### config.mk
export PLATFORM = sky130hd
export DESIGN_NAME = addsub_seq
export DESIGN_NICKNAME = d
export VERILOG_FILES = /design/src/rtl/addsub_seq.sv
export SDC_FILE = /design/constraint.sdc
export NUM_CORES = 1
export LEC_CHECK = 0
export BUFFER_PORTS_ARGS = -buffer_cell sky130_fd_sc_hd__buf_2
export CORE_UTILIZATION = 51
export DETAILED_ROUTE_END_ITERATION = 7
export PLACE_DENSITY = 0.93
export SYNTH_ARGS = -nofsm -noshare
export SYNTH_HDL_FRONTEND = slang
export SYNTH_SLANG_ARGS = --single-unit
### constraint.sdc
create_clock -name clk -period 6.45 [get_ports clk]
set_input_delay 0.9675 -clock clk [delete_from_list [all_inputs] [get_ports clk]]
set_output_delay 0.9675 -clock clk [all_outputs]
set_load 0.01 [all_outputs]
### src/rtl/addsub_seq.sv
// Issue/capture stage in front of a ripple add/sub unit: registers A/B/SUB, waits SETTLE cycles, captures ans/cout/V.
// Optional sticky overflow flag is built only when ADDSUB_SEQ_STICKY_OVF_EN is defined.
module addsub_seq #(
  parameter int WIDTH  = 32,
  parameter int SETTLE = 8
) (
  input  logic             clk,
  input  logic             rst,
  input  logic             in_valid,
  output logic             in_ready,
  input  logic [WIDTH-1:0] in_a,
  input  logic [WIDTH-1:0] in_b,
  input  logic             in_sub,
  input  logic             in_acc,
  output logic [WIDTH-1:0] A,
  output logic [WIDTH-1:0] B,
  output logic             SUB,
  input  logic [WIDTH-1:0] ans,
  input  logic             cout,
  input  logic             V,
  output logic             out_valid,
  input  logic             out_ready,
  output logic [WIDTH-1:0] out_ans,
  output logic             out_cout,
  output logic             out_V,
  output logic             out_z,
  output logic             out_n,
  input  logic             clr_sticky,
  output logic             ovf_sticky
);

  typedef enum logic [1:0] {ST_IDLE, ST_WAIT, ST_HOLD} state_t;

  localparam logic [7:0] CNT_LAST = 8'(SETTLE - 1);

  state_t           state;
  state_t           state_nxt;
  logic [7:0]       cnt;
  logic [WIDTH-1:0] acc;
  logic             accept;
  logic             capture;

  assign accept  = (state == ST_IDLE) && in_valid;
  assign capture = (state == ST_WAIT) && (cnt == CNT_LAST);

  // NOTE: sequential state uses non-blocking (<=) so every flop samples pre-edge values.
  always_ff @(posedge clk or posedge rst) begin
    if (rst) state <= ST_IDLE;
    else     state <= state_nxt;
  end

  always_comb begin
    // NOTE: default assignment first so no path leaves state_nxt unassigned (no latch).
    state_nxt = state;
    case (state)
      ST_IDLE: if (in_valid)  state_nxt = ST_WAIT;
      ST_WAIT: if (capture)   state_nxt = ST_HOLD;
      ST_HOLD: if (out_ready) state_nxt = ST_IDLE;
      default:                state_nxt = ST_IDLE;
    endcase
  end

  // Handshake flags depend on state only; rst masks them while reset is held.
  always_comb begin
    in_ready  = !rst && (state == ST_IDLE);
    out_valid = !rst && (state == ST_HOLD);
  end

  // Operand drive: changes only on accept so the adder inputs stay stable while it settles.
  always_ff @(posedge clk or posedge rst) begin
    if (rst) begin
      A   <= '0;
      B   <= '0;
      SUB <= 1'b0;
    end else if (accept) begin
      A   <= in_acc ? acc : in_a;
      B   <= in_b;
      SUB <= in_sub;
    end
  end

  always_ff @(posedge clk or posedge rst) begin
    if (rst)                     cnt <= '0;
    else if (accept)             cnt <= '0;
    else if (state == ST_WAIT)   cnt <= cnt + 8'd1;
  end

  always_ff @(posedge clk or posedge rst) begin
    if (rst) begin
      out_ans  <= '0;
      out_cout <= 1'b0;
      out_V    <= 1'b0;
      out_z    <= 1'b0;
      out_n    <= 1'b0;
      acc      <= '0;
    end else if (capture) begin
      out_ans  <= ans;
      out_cout <= cout;
      out_V    <= V;
      out_z    <= (ans == '0);
      out_n    <= ans[WIDTH-1];
      acc      <= ans;
    end
  end

`ifdef ADDSUB_SEQ_STICKY_OVF_EN
  logic sticky_q;

  // A capture with V=1 takes priority over a simultaneous clear.
  always_ff @(posedge clk or posedge rst) begin
    if (rst)                 sticky_q <= 1'b0;
    else if (capture && V)   sticky_q <= 1'b1;
    else if (clr_sticky)     sticky_q <= 1'b0;
  end

  assign ovf_sticky = sticky_q;
`else
  logic unused_clr_sticky;

  assign unused_clr_sticky = clr_sticky;
  assign ovf_sticky        = 1'b0;
`endif

endmodule

; ---- Word-level counts from Yosys, hierarchy flattened
; Index checks and enable logic that the tools add are counted.
[word_totals]
regBits = 111
in_bits = 105
[op_classes]
add_sub_neg = 1
n_eq_ne = 6
mux = 7
n_reduce_logical = 9
[ops]
columns = op, n
row1 = 32-bit zero test, 1
row2 = 32-bit 2-to-1 mux, 1
row3 = 8-bit 2-to-1 mux, 2
row4 = "8-bit by 1-bit adder with 8-bit output, second input constant", 1
row5 = "8-bit by 3-bit == test with 1-bit output, second input constant", 1
row6 = 2-bit 2-to-1 mux, 3
row7 = "2-bit != test, second input constant", 3
row8 = 2-bit one-hot mux with 3 select lines, 1
row9 = 1-bit logical AND, 4
row10 = 3-bit AND reduction, 1
row11 = "2-bit by 1-bit == test with 1-bit output, second input constant", 1
row12 = "2-bit == test, second input constant", 1
row13 = 2-bit zero test, 1
row14 = 2-bit nonzero test, 1
row15 = 1-bit zero test, 1

; ---- Logic depth before layout (Yosys ltp)
[logic_depth]
word_depth = 4
depth_mapped = 6
depth_no_buf = 5

; ---- Worst setup path before layout
; OpenSTA, ideal clock, no wires.
[synth_path]
kind = input-to-output
from = in rst
to = out out_valid
arrival_ns = 1.276
required_time_ns = 5.483
path_slack_ns = 4.206
path_stages = 1
path_cell_list = nor3b_1
[synth_via]
elab_chain_cells = 2
[synth_lines]
columns = item, line_no
row1 = start: declaration, 8  ; input logic rst,
row2 = 1-bit zero test (no source line), -
row3 = 1-bit logical AND, 66  ; out_valid = !rst && (state == ST_HOLD);
row4 = end: declaration, 21  ; output logic out_valid,
; Every way passes these cells.

; ---- Final worst setup path
; Ends and elaborated chain as after synthesis.

==> impl_results.md <==
* Later-pin clock latency in the skew report at 0.35 ns
* Clk slew on worst S/H paths at 0.09 ns
* Seq cells post-synth at 110
* Vias/cell at 5.192
* DRT Pass-1 Iters at 7
* Worst Hold Class: flop to flop
* Detail Route Antenna Nets at 0
* Crit path max fanout at 3
* Hold_sp: B[4]$_DFFE_PP0P_
* Hold Crit Depth at 2
* Maximum vdd drop at 135.8 uV
* Share of cells above drive strength 1 at 0.4077
* Net Count, Synth at 529
* Fin Setup TNS at 0 ns
* Violated checks: design-rule violations
* WL final at 11420 um
* Clock share of power at 0.348
* Clock buffer depth at 2
* Comb pwr share at 0.096
* IO Port Bufs at 206
* Cell variety after synth at 28
* Worst setup EP type: output pin
* Number of diodes at 0
* Largest net degree at the start of global routing at 69
* Full die area at 9530 um2
* Top cells by area, synth: dfrtp_1, nand2_1, mux2i_1
* Core area at 8806 um2
* Switching power at 0.2962 mW
* Clock sinks at 110
* Final setup violation count at 0
* Rows at 34
* Fin Hold WS at 0.4801 ns
* Hpwl dp at 8606 um
* Seq/Total Area, Yosys at 0.5903
* Number of max-cap violations at 0
* Leading area contributor after synthesis: dfrtp_1
* Crit path DAT at 1.43 ns
* CP startpoint kind: input port
* LEAKAGE at 3.399 nW
* Max Clk Rate at 417.6 MHz
* H-tree depth at 3
* Width of the die at 97.62 um
* Overall Global Routing Usage at 0.2491
* Worst Path Required at 5.48 ns
* Vias post-DR at 3795
* DRT iter0 DRCs at 109
* First-pass GRT wire length at 18500 um
* Drt drc at 34
* Yosys warning total at 0
* CTS-repair resized insts at 0
* Power per Cell Area at 218.5 nW/um2
* Reg2Reg Launch Point: cnt[3]$_DFFE_PP0P_
* Seq pwr share at 0.556
* Worst Max-Slew Pin Slew at 1.146 ns
* CTS root buf: clkbuf_8
* Fin crit share at 0.3713
* Post-synth EDFFs at 0
* CTS Buf Count at 9
* Post-route minimum period at 2.395 ns
* Synth Instances at 423
* Status: complete, but fails checks
* Yosys top cell area share at 0.5903
* CTS tree: built
* Unrepaired setup endpoints after global routing: no
* Vias in the first global route at 3823
* Sw frac at 0.2272
* Chip height at 97.62 um
* FF-to-FF path depth at 4
* Dominant synthesized flop cell: dfrtp_1
* Worst slew margin at 0.2339
* Final-report max-slew violation count at 0
* Hold_buf cts at 0
* Fin util at 0.6775
* Drt wl/cell at 15.62 um
* Skew final at 0.009377 ns
* FF-to-FF End: out_ans[16]$_DFFE_PP0P_
* IO Pins at 209
* Total gr overflow at 0
* Mean Syn Cell Area at 11.02 um2
* Fillers at 648
* Dpl ws at 4.055 ns
* P_int at 1.007 mW
* R2r setup slk at 4.24 ns
* GPL Wtd Cong at 0.7704
* Endpoints failing hold at 0
* Layout net count at 725
* Setup Buffers After CTS at 0
* Hold path endpoint: B[4]$_DFFE_PP0P_
* Initial core utilization at 0.5296
* Worst Setup Path Type: input port to output pin
* Netlist Area Pre-Place at 4663 um2
* Area Growth Syn to Fin at 27.93%
* Tot Pwr at 1.304 mW
* FFs w/ async S/R, synth at 1.000
* Initial antenna violation count at 0
* Fin worst setup slack at 4.055 ns
power by group through the flow:
stage	combinational, mW	sequential (mW)	clock, mW
6_report	0.125	0.725	0.454
3_3_place_gp	0.122	0.736	0
2_1_floorplan	0.0443	0.749	0
5_1_grt	0.138	0.728	0.502
4_1_cts	0.127	0.725	0.468
3_5_place_dp	0.127	0.738	0
per-stage QoR:
| stage | instance area [um2] | cells |
|---|---|---|
| after floorplan | 4663 | 423 |
| after global placement | 5743 | 716 |
| after detailed placement | 5743 | 716 |
| after CTS | 5966 | 731 |
| after global routing | 5966 | 731 |
| final | 5966 | 731 |
synth_stat cells, types with 3 or more instances:
library cell / n
nor4_1: 9
nand2_1: 108
buf_6: 3
mux2i_1: 35
nand3_1: 5
a21oi_1: 32
mux2_1: 9
mux2_2: 6
clkbuf_1: 18
mux2_4: 20
o21ai_0: 8
dfrtp_1: 110
nor2_1: 38
logic make-up after synthesis:
group	Yosys count	share of synthesized area
xor gates and xnor gates	1	0.001879
other	1	0.0008042
buffers and inverters	27	0.02817
AOI/OAI and AO/OA	42	0.04615
DFF	110	0.5903
adders and majority gates	1	0.002683
and+or+nand+nor	171	0.1543
muxes	70	0.1757
final cells by class:
cell class                 count  area [um2]  area share
clock inverter                 3       67.56     0.01133
clock buffer                  12       155.1     0.02601
sequential                   110        2753      0.4614
timing repair buffer         210        1061      0.1779
tap                          108       135.1     0.02265
inverter                       2       10.01    0.001678
multi-input combinational    286        1784      0.2991
per-layer routing:
metal  track usage  vias up  wire length (um)
li1              -     1807                 -
met1        0.3001     1793              4595
met2        0.4354      181              5735
met3       0.07122       14               924
met4       0.06993        0               166
met5             0        -                 0
placed cells by master (no fill, tap or decap), types with 2 or more instances in the layout:
cell type,n
buf_2,206
dfrtp_1,110
nand2_1,108
nor2_1,38
mux2i_1,35
a21oi_1,32
mux2_4,20
clkbuf_8,11
mux2_1,9
nor4_1,9
o21ai_0,8
mux2_2,6
nand3_1,5
buf_4,4
a21o_1,2
nor3_1,2
nand4_1,2
bufinv_16,2
critical path, cell delays in order:
cell	delay, ns
buf_2	0.13
nor3b_1	0.17
buf_2	0.16
worst max path at each step:
| stage | from | end | slack (ns) | cells after the start |
|---|---|---|---|---|
| 2_1_floorplan | rst | A[0]$_DFFE_PP0P_ | 2.58 | 1 |
| 3_3_place_gp | rst | out_valid | 4.08 | 3 |
| 3_5_place_dp | rst | out_valid | 4.05 | 3 |
| 4_1_cts | rst | out_valid | 4.06 | 3 |
| 5_1_grt | rst | out_valid | 4.02 | 3 |
| 6_report | rst | out_valid | 4.06 | 3 |
sequential cells by signal, indices dropped and copies added (netlist names):
| signal | cells |
|---|---|
| out_z | 1 |
| out_cout | 1 |
| out_ans | 32 |
| out_V | 1 |
| state | 2 |
| B | 32 |
| cnt | 8 |
| SUB | 1 |
| A | 32 |
No activity file was read; power rests on OpenSTA's default activity.
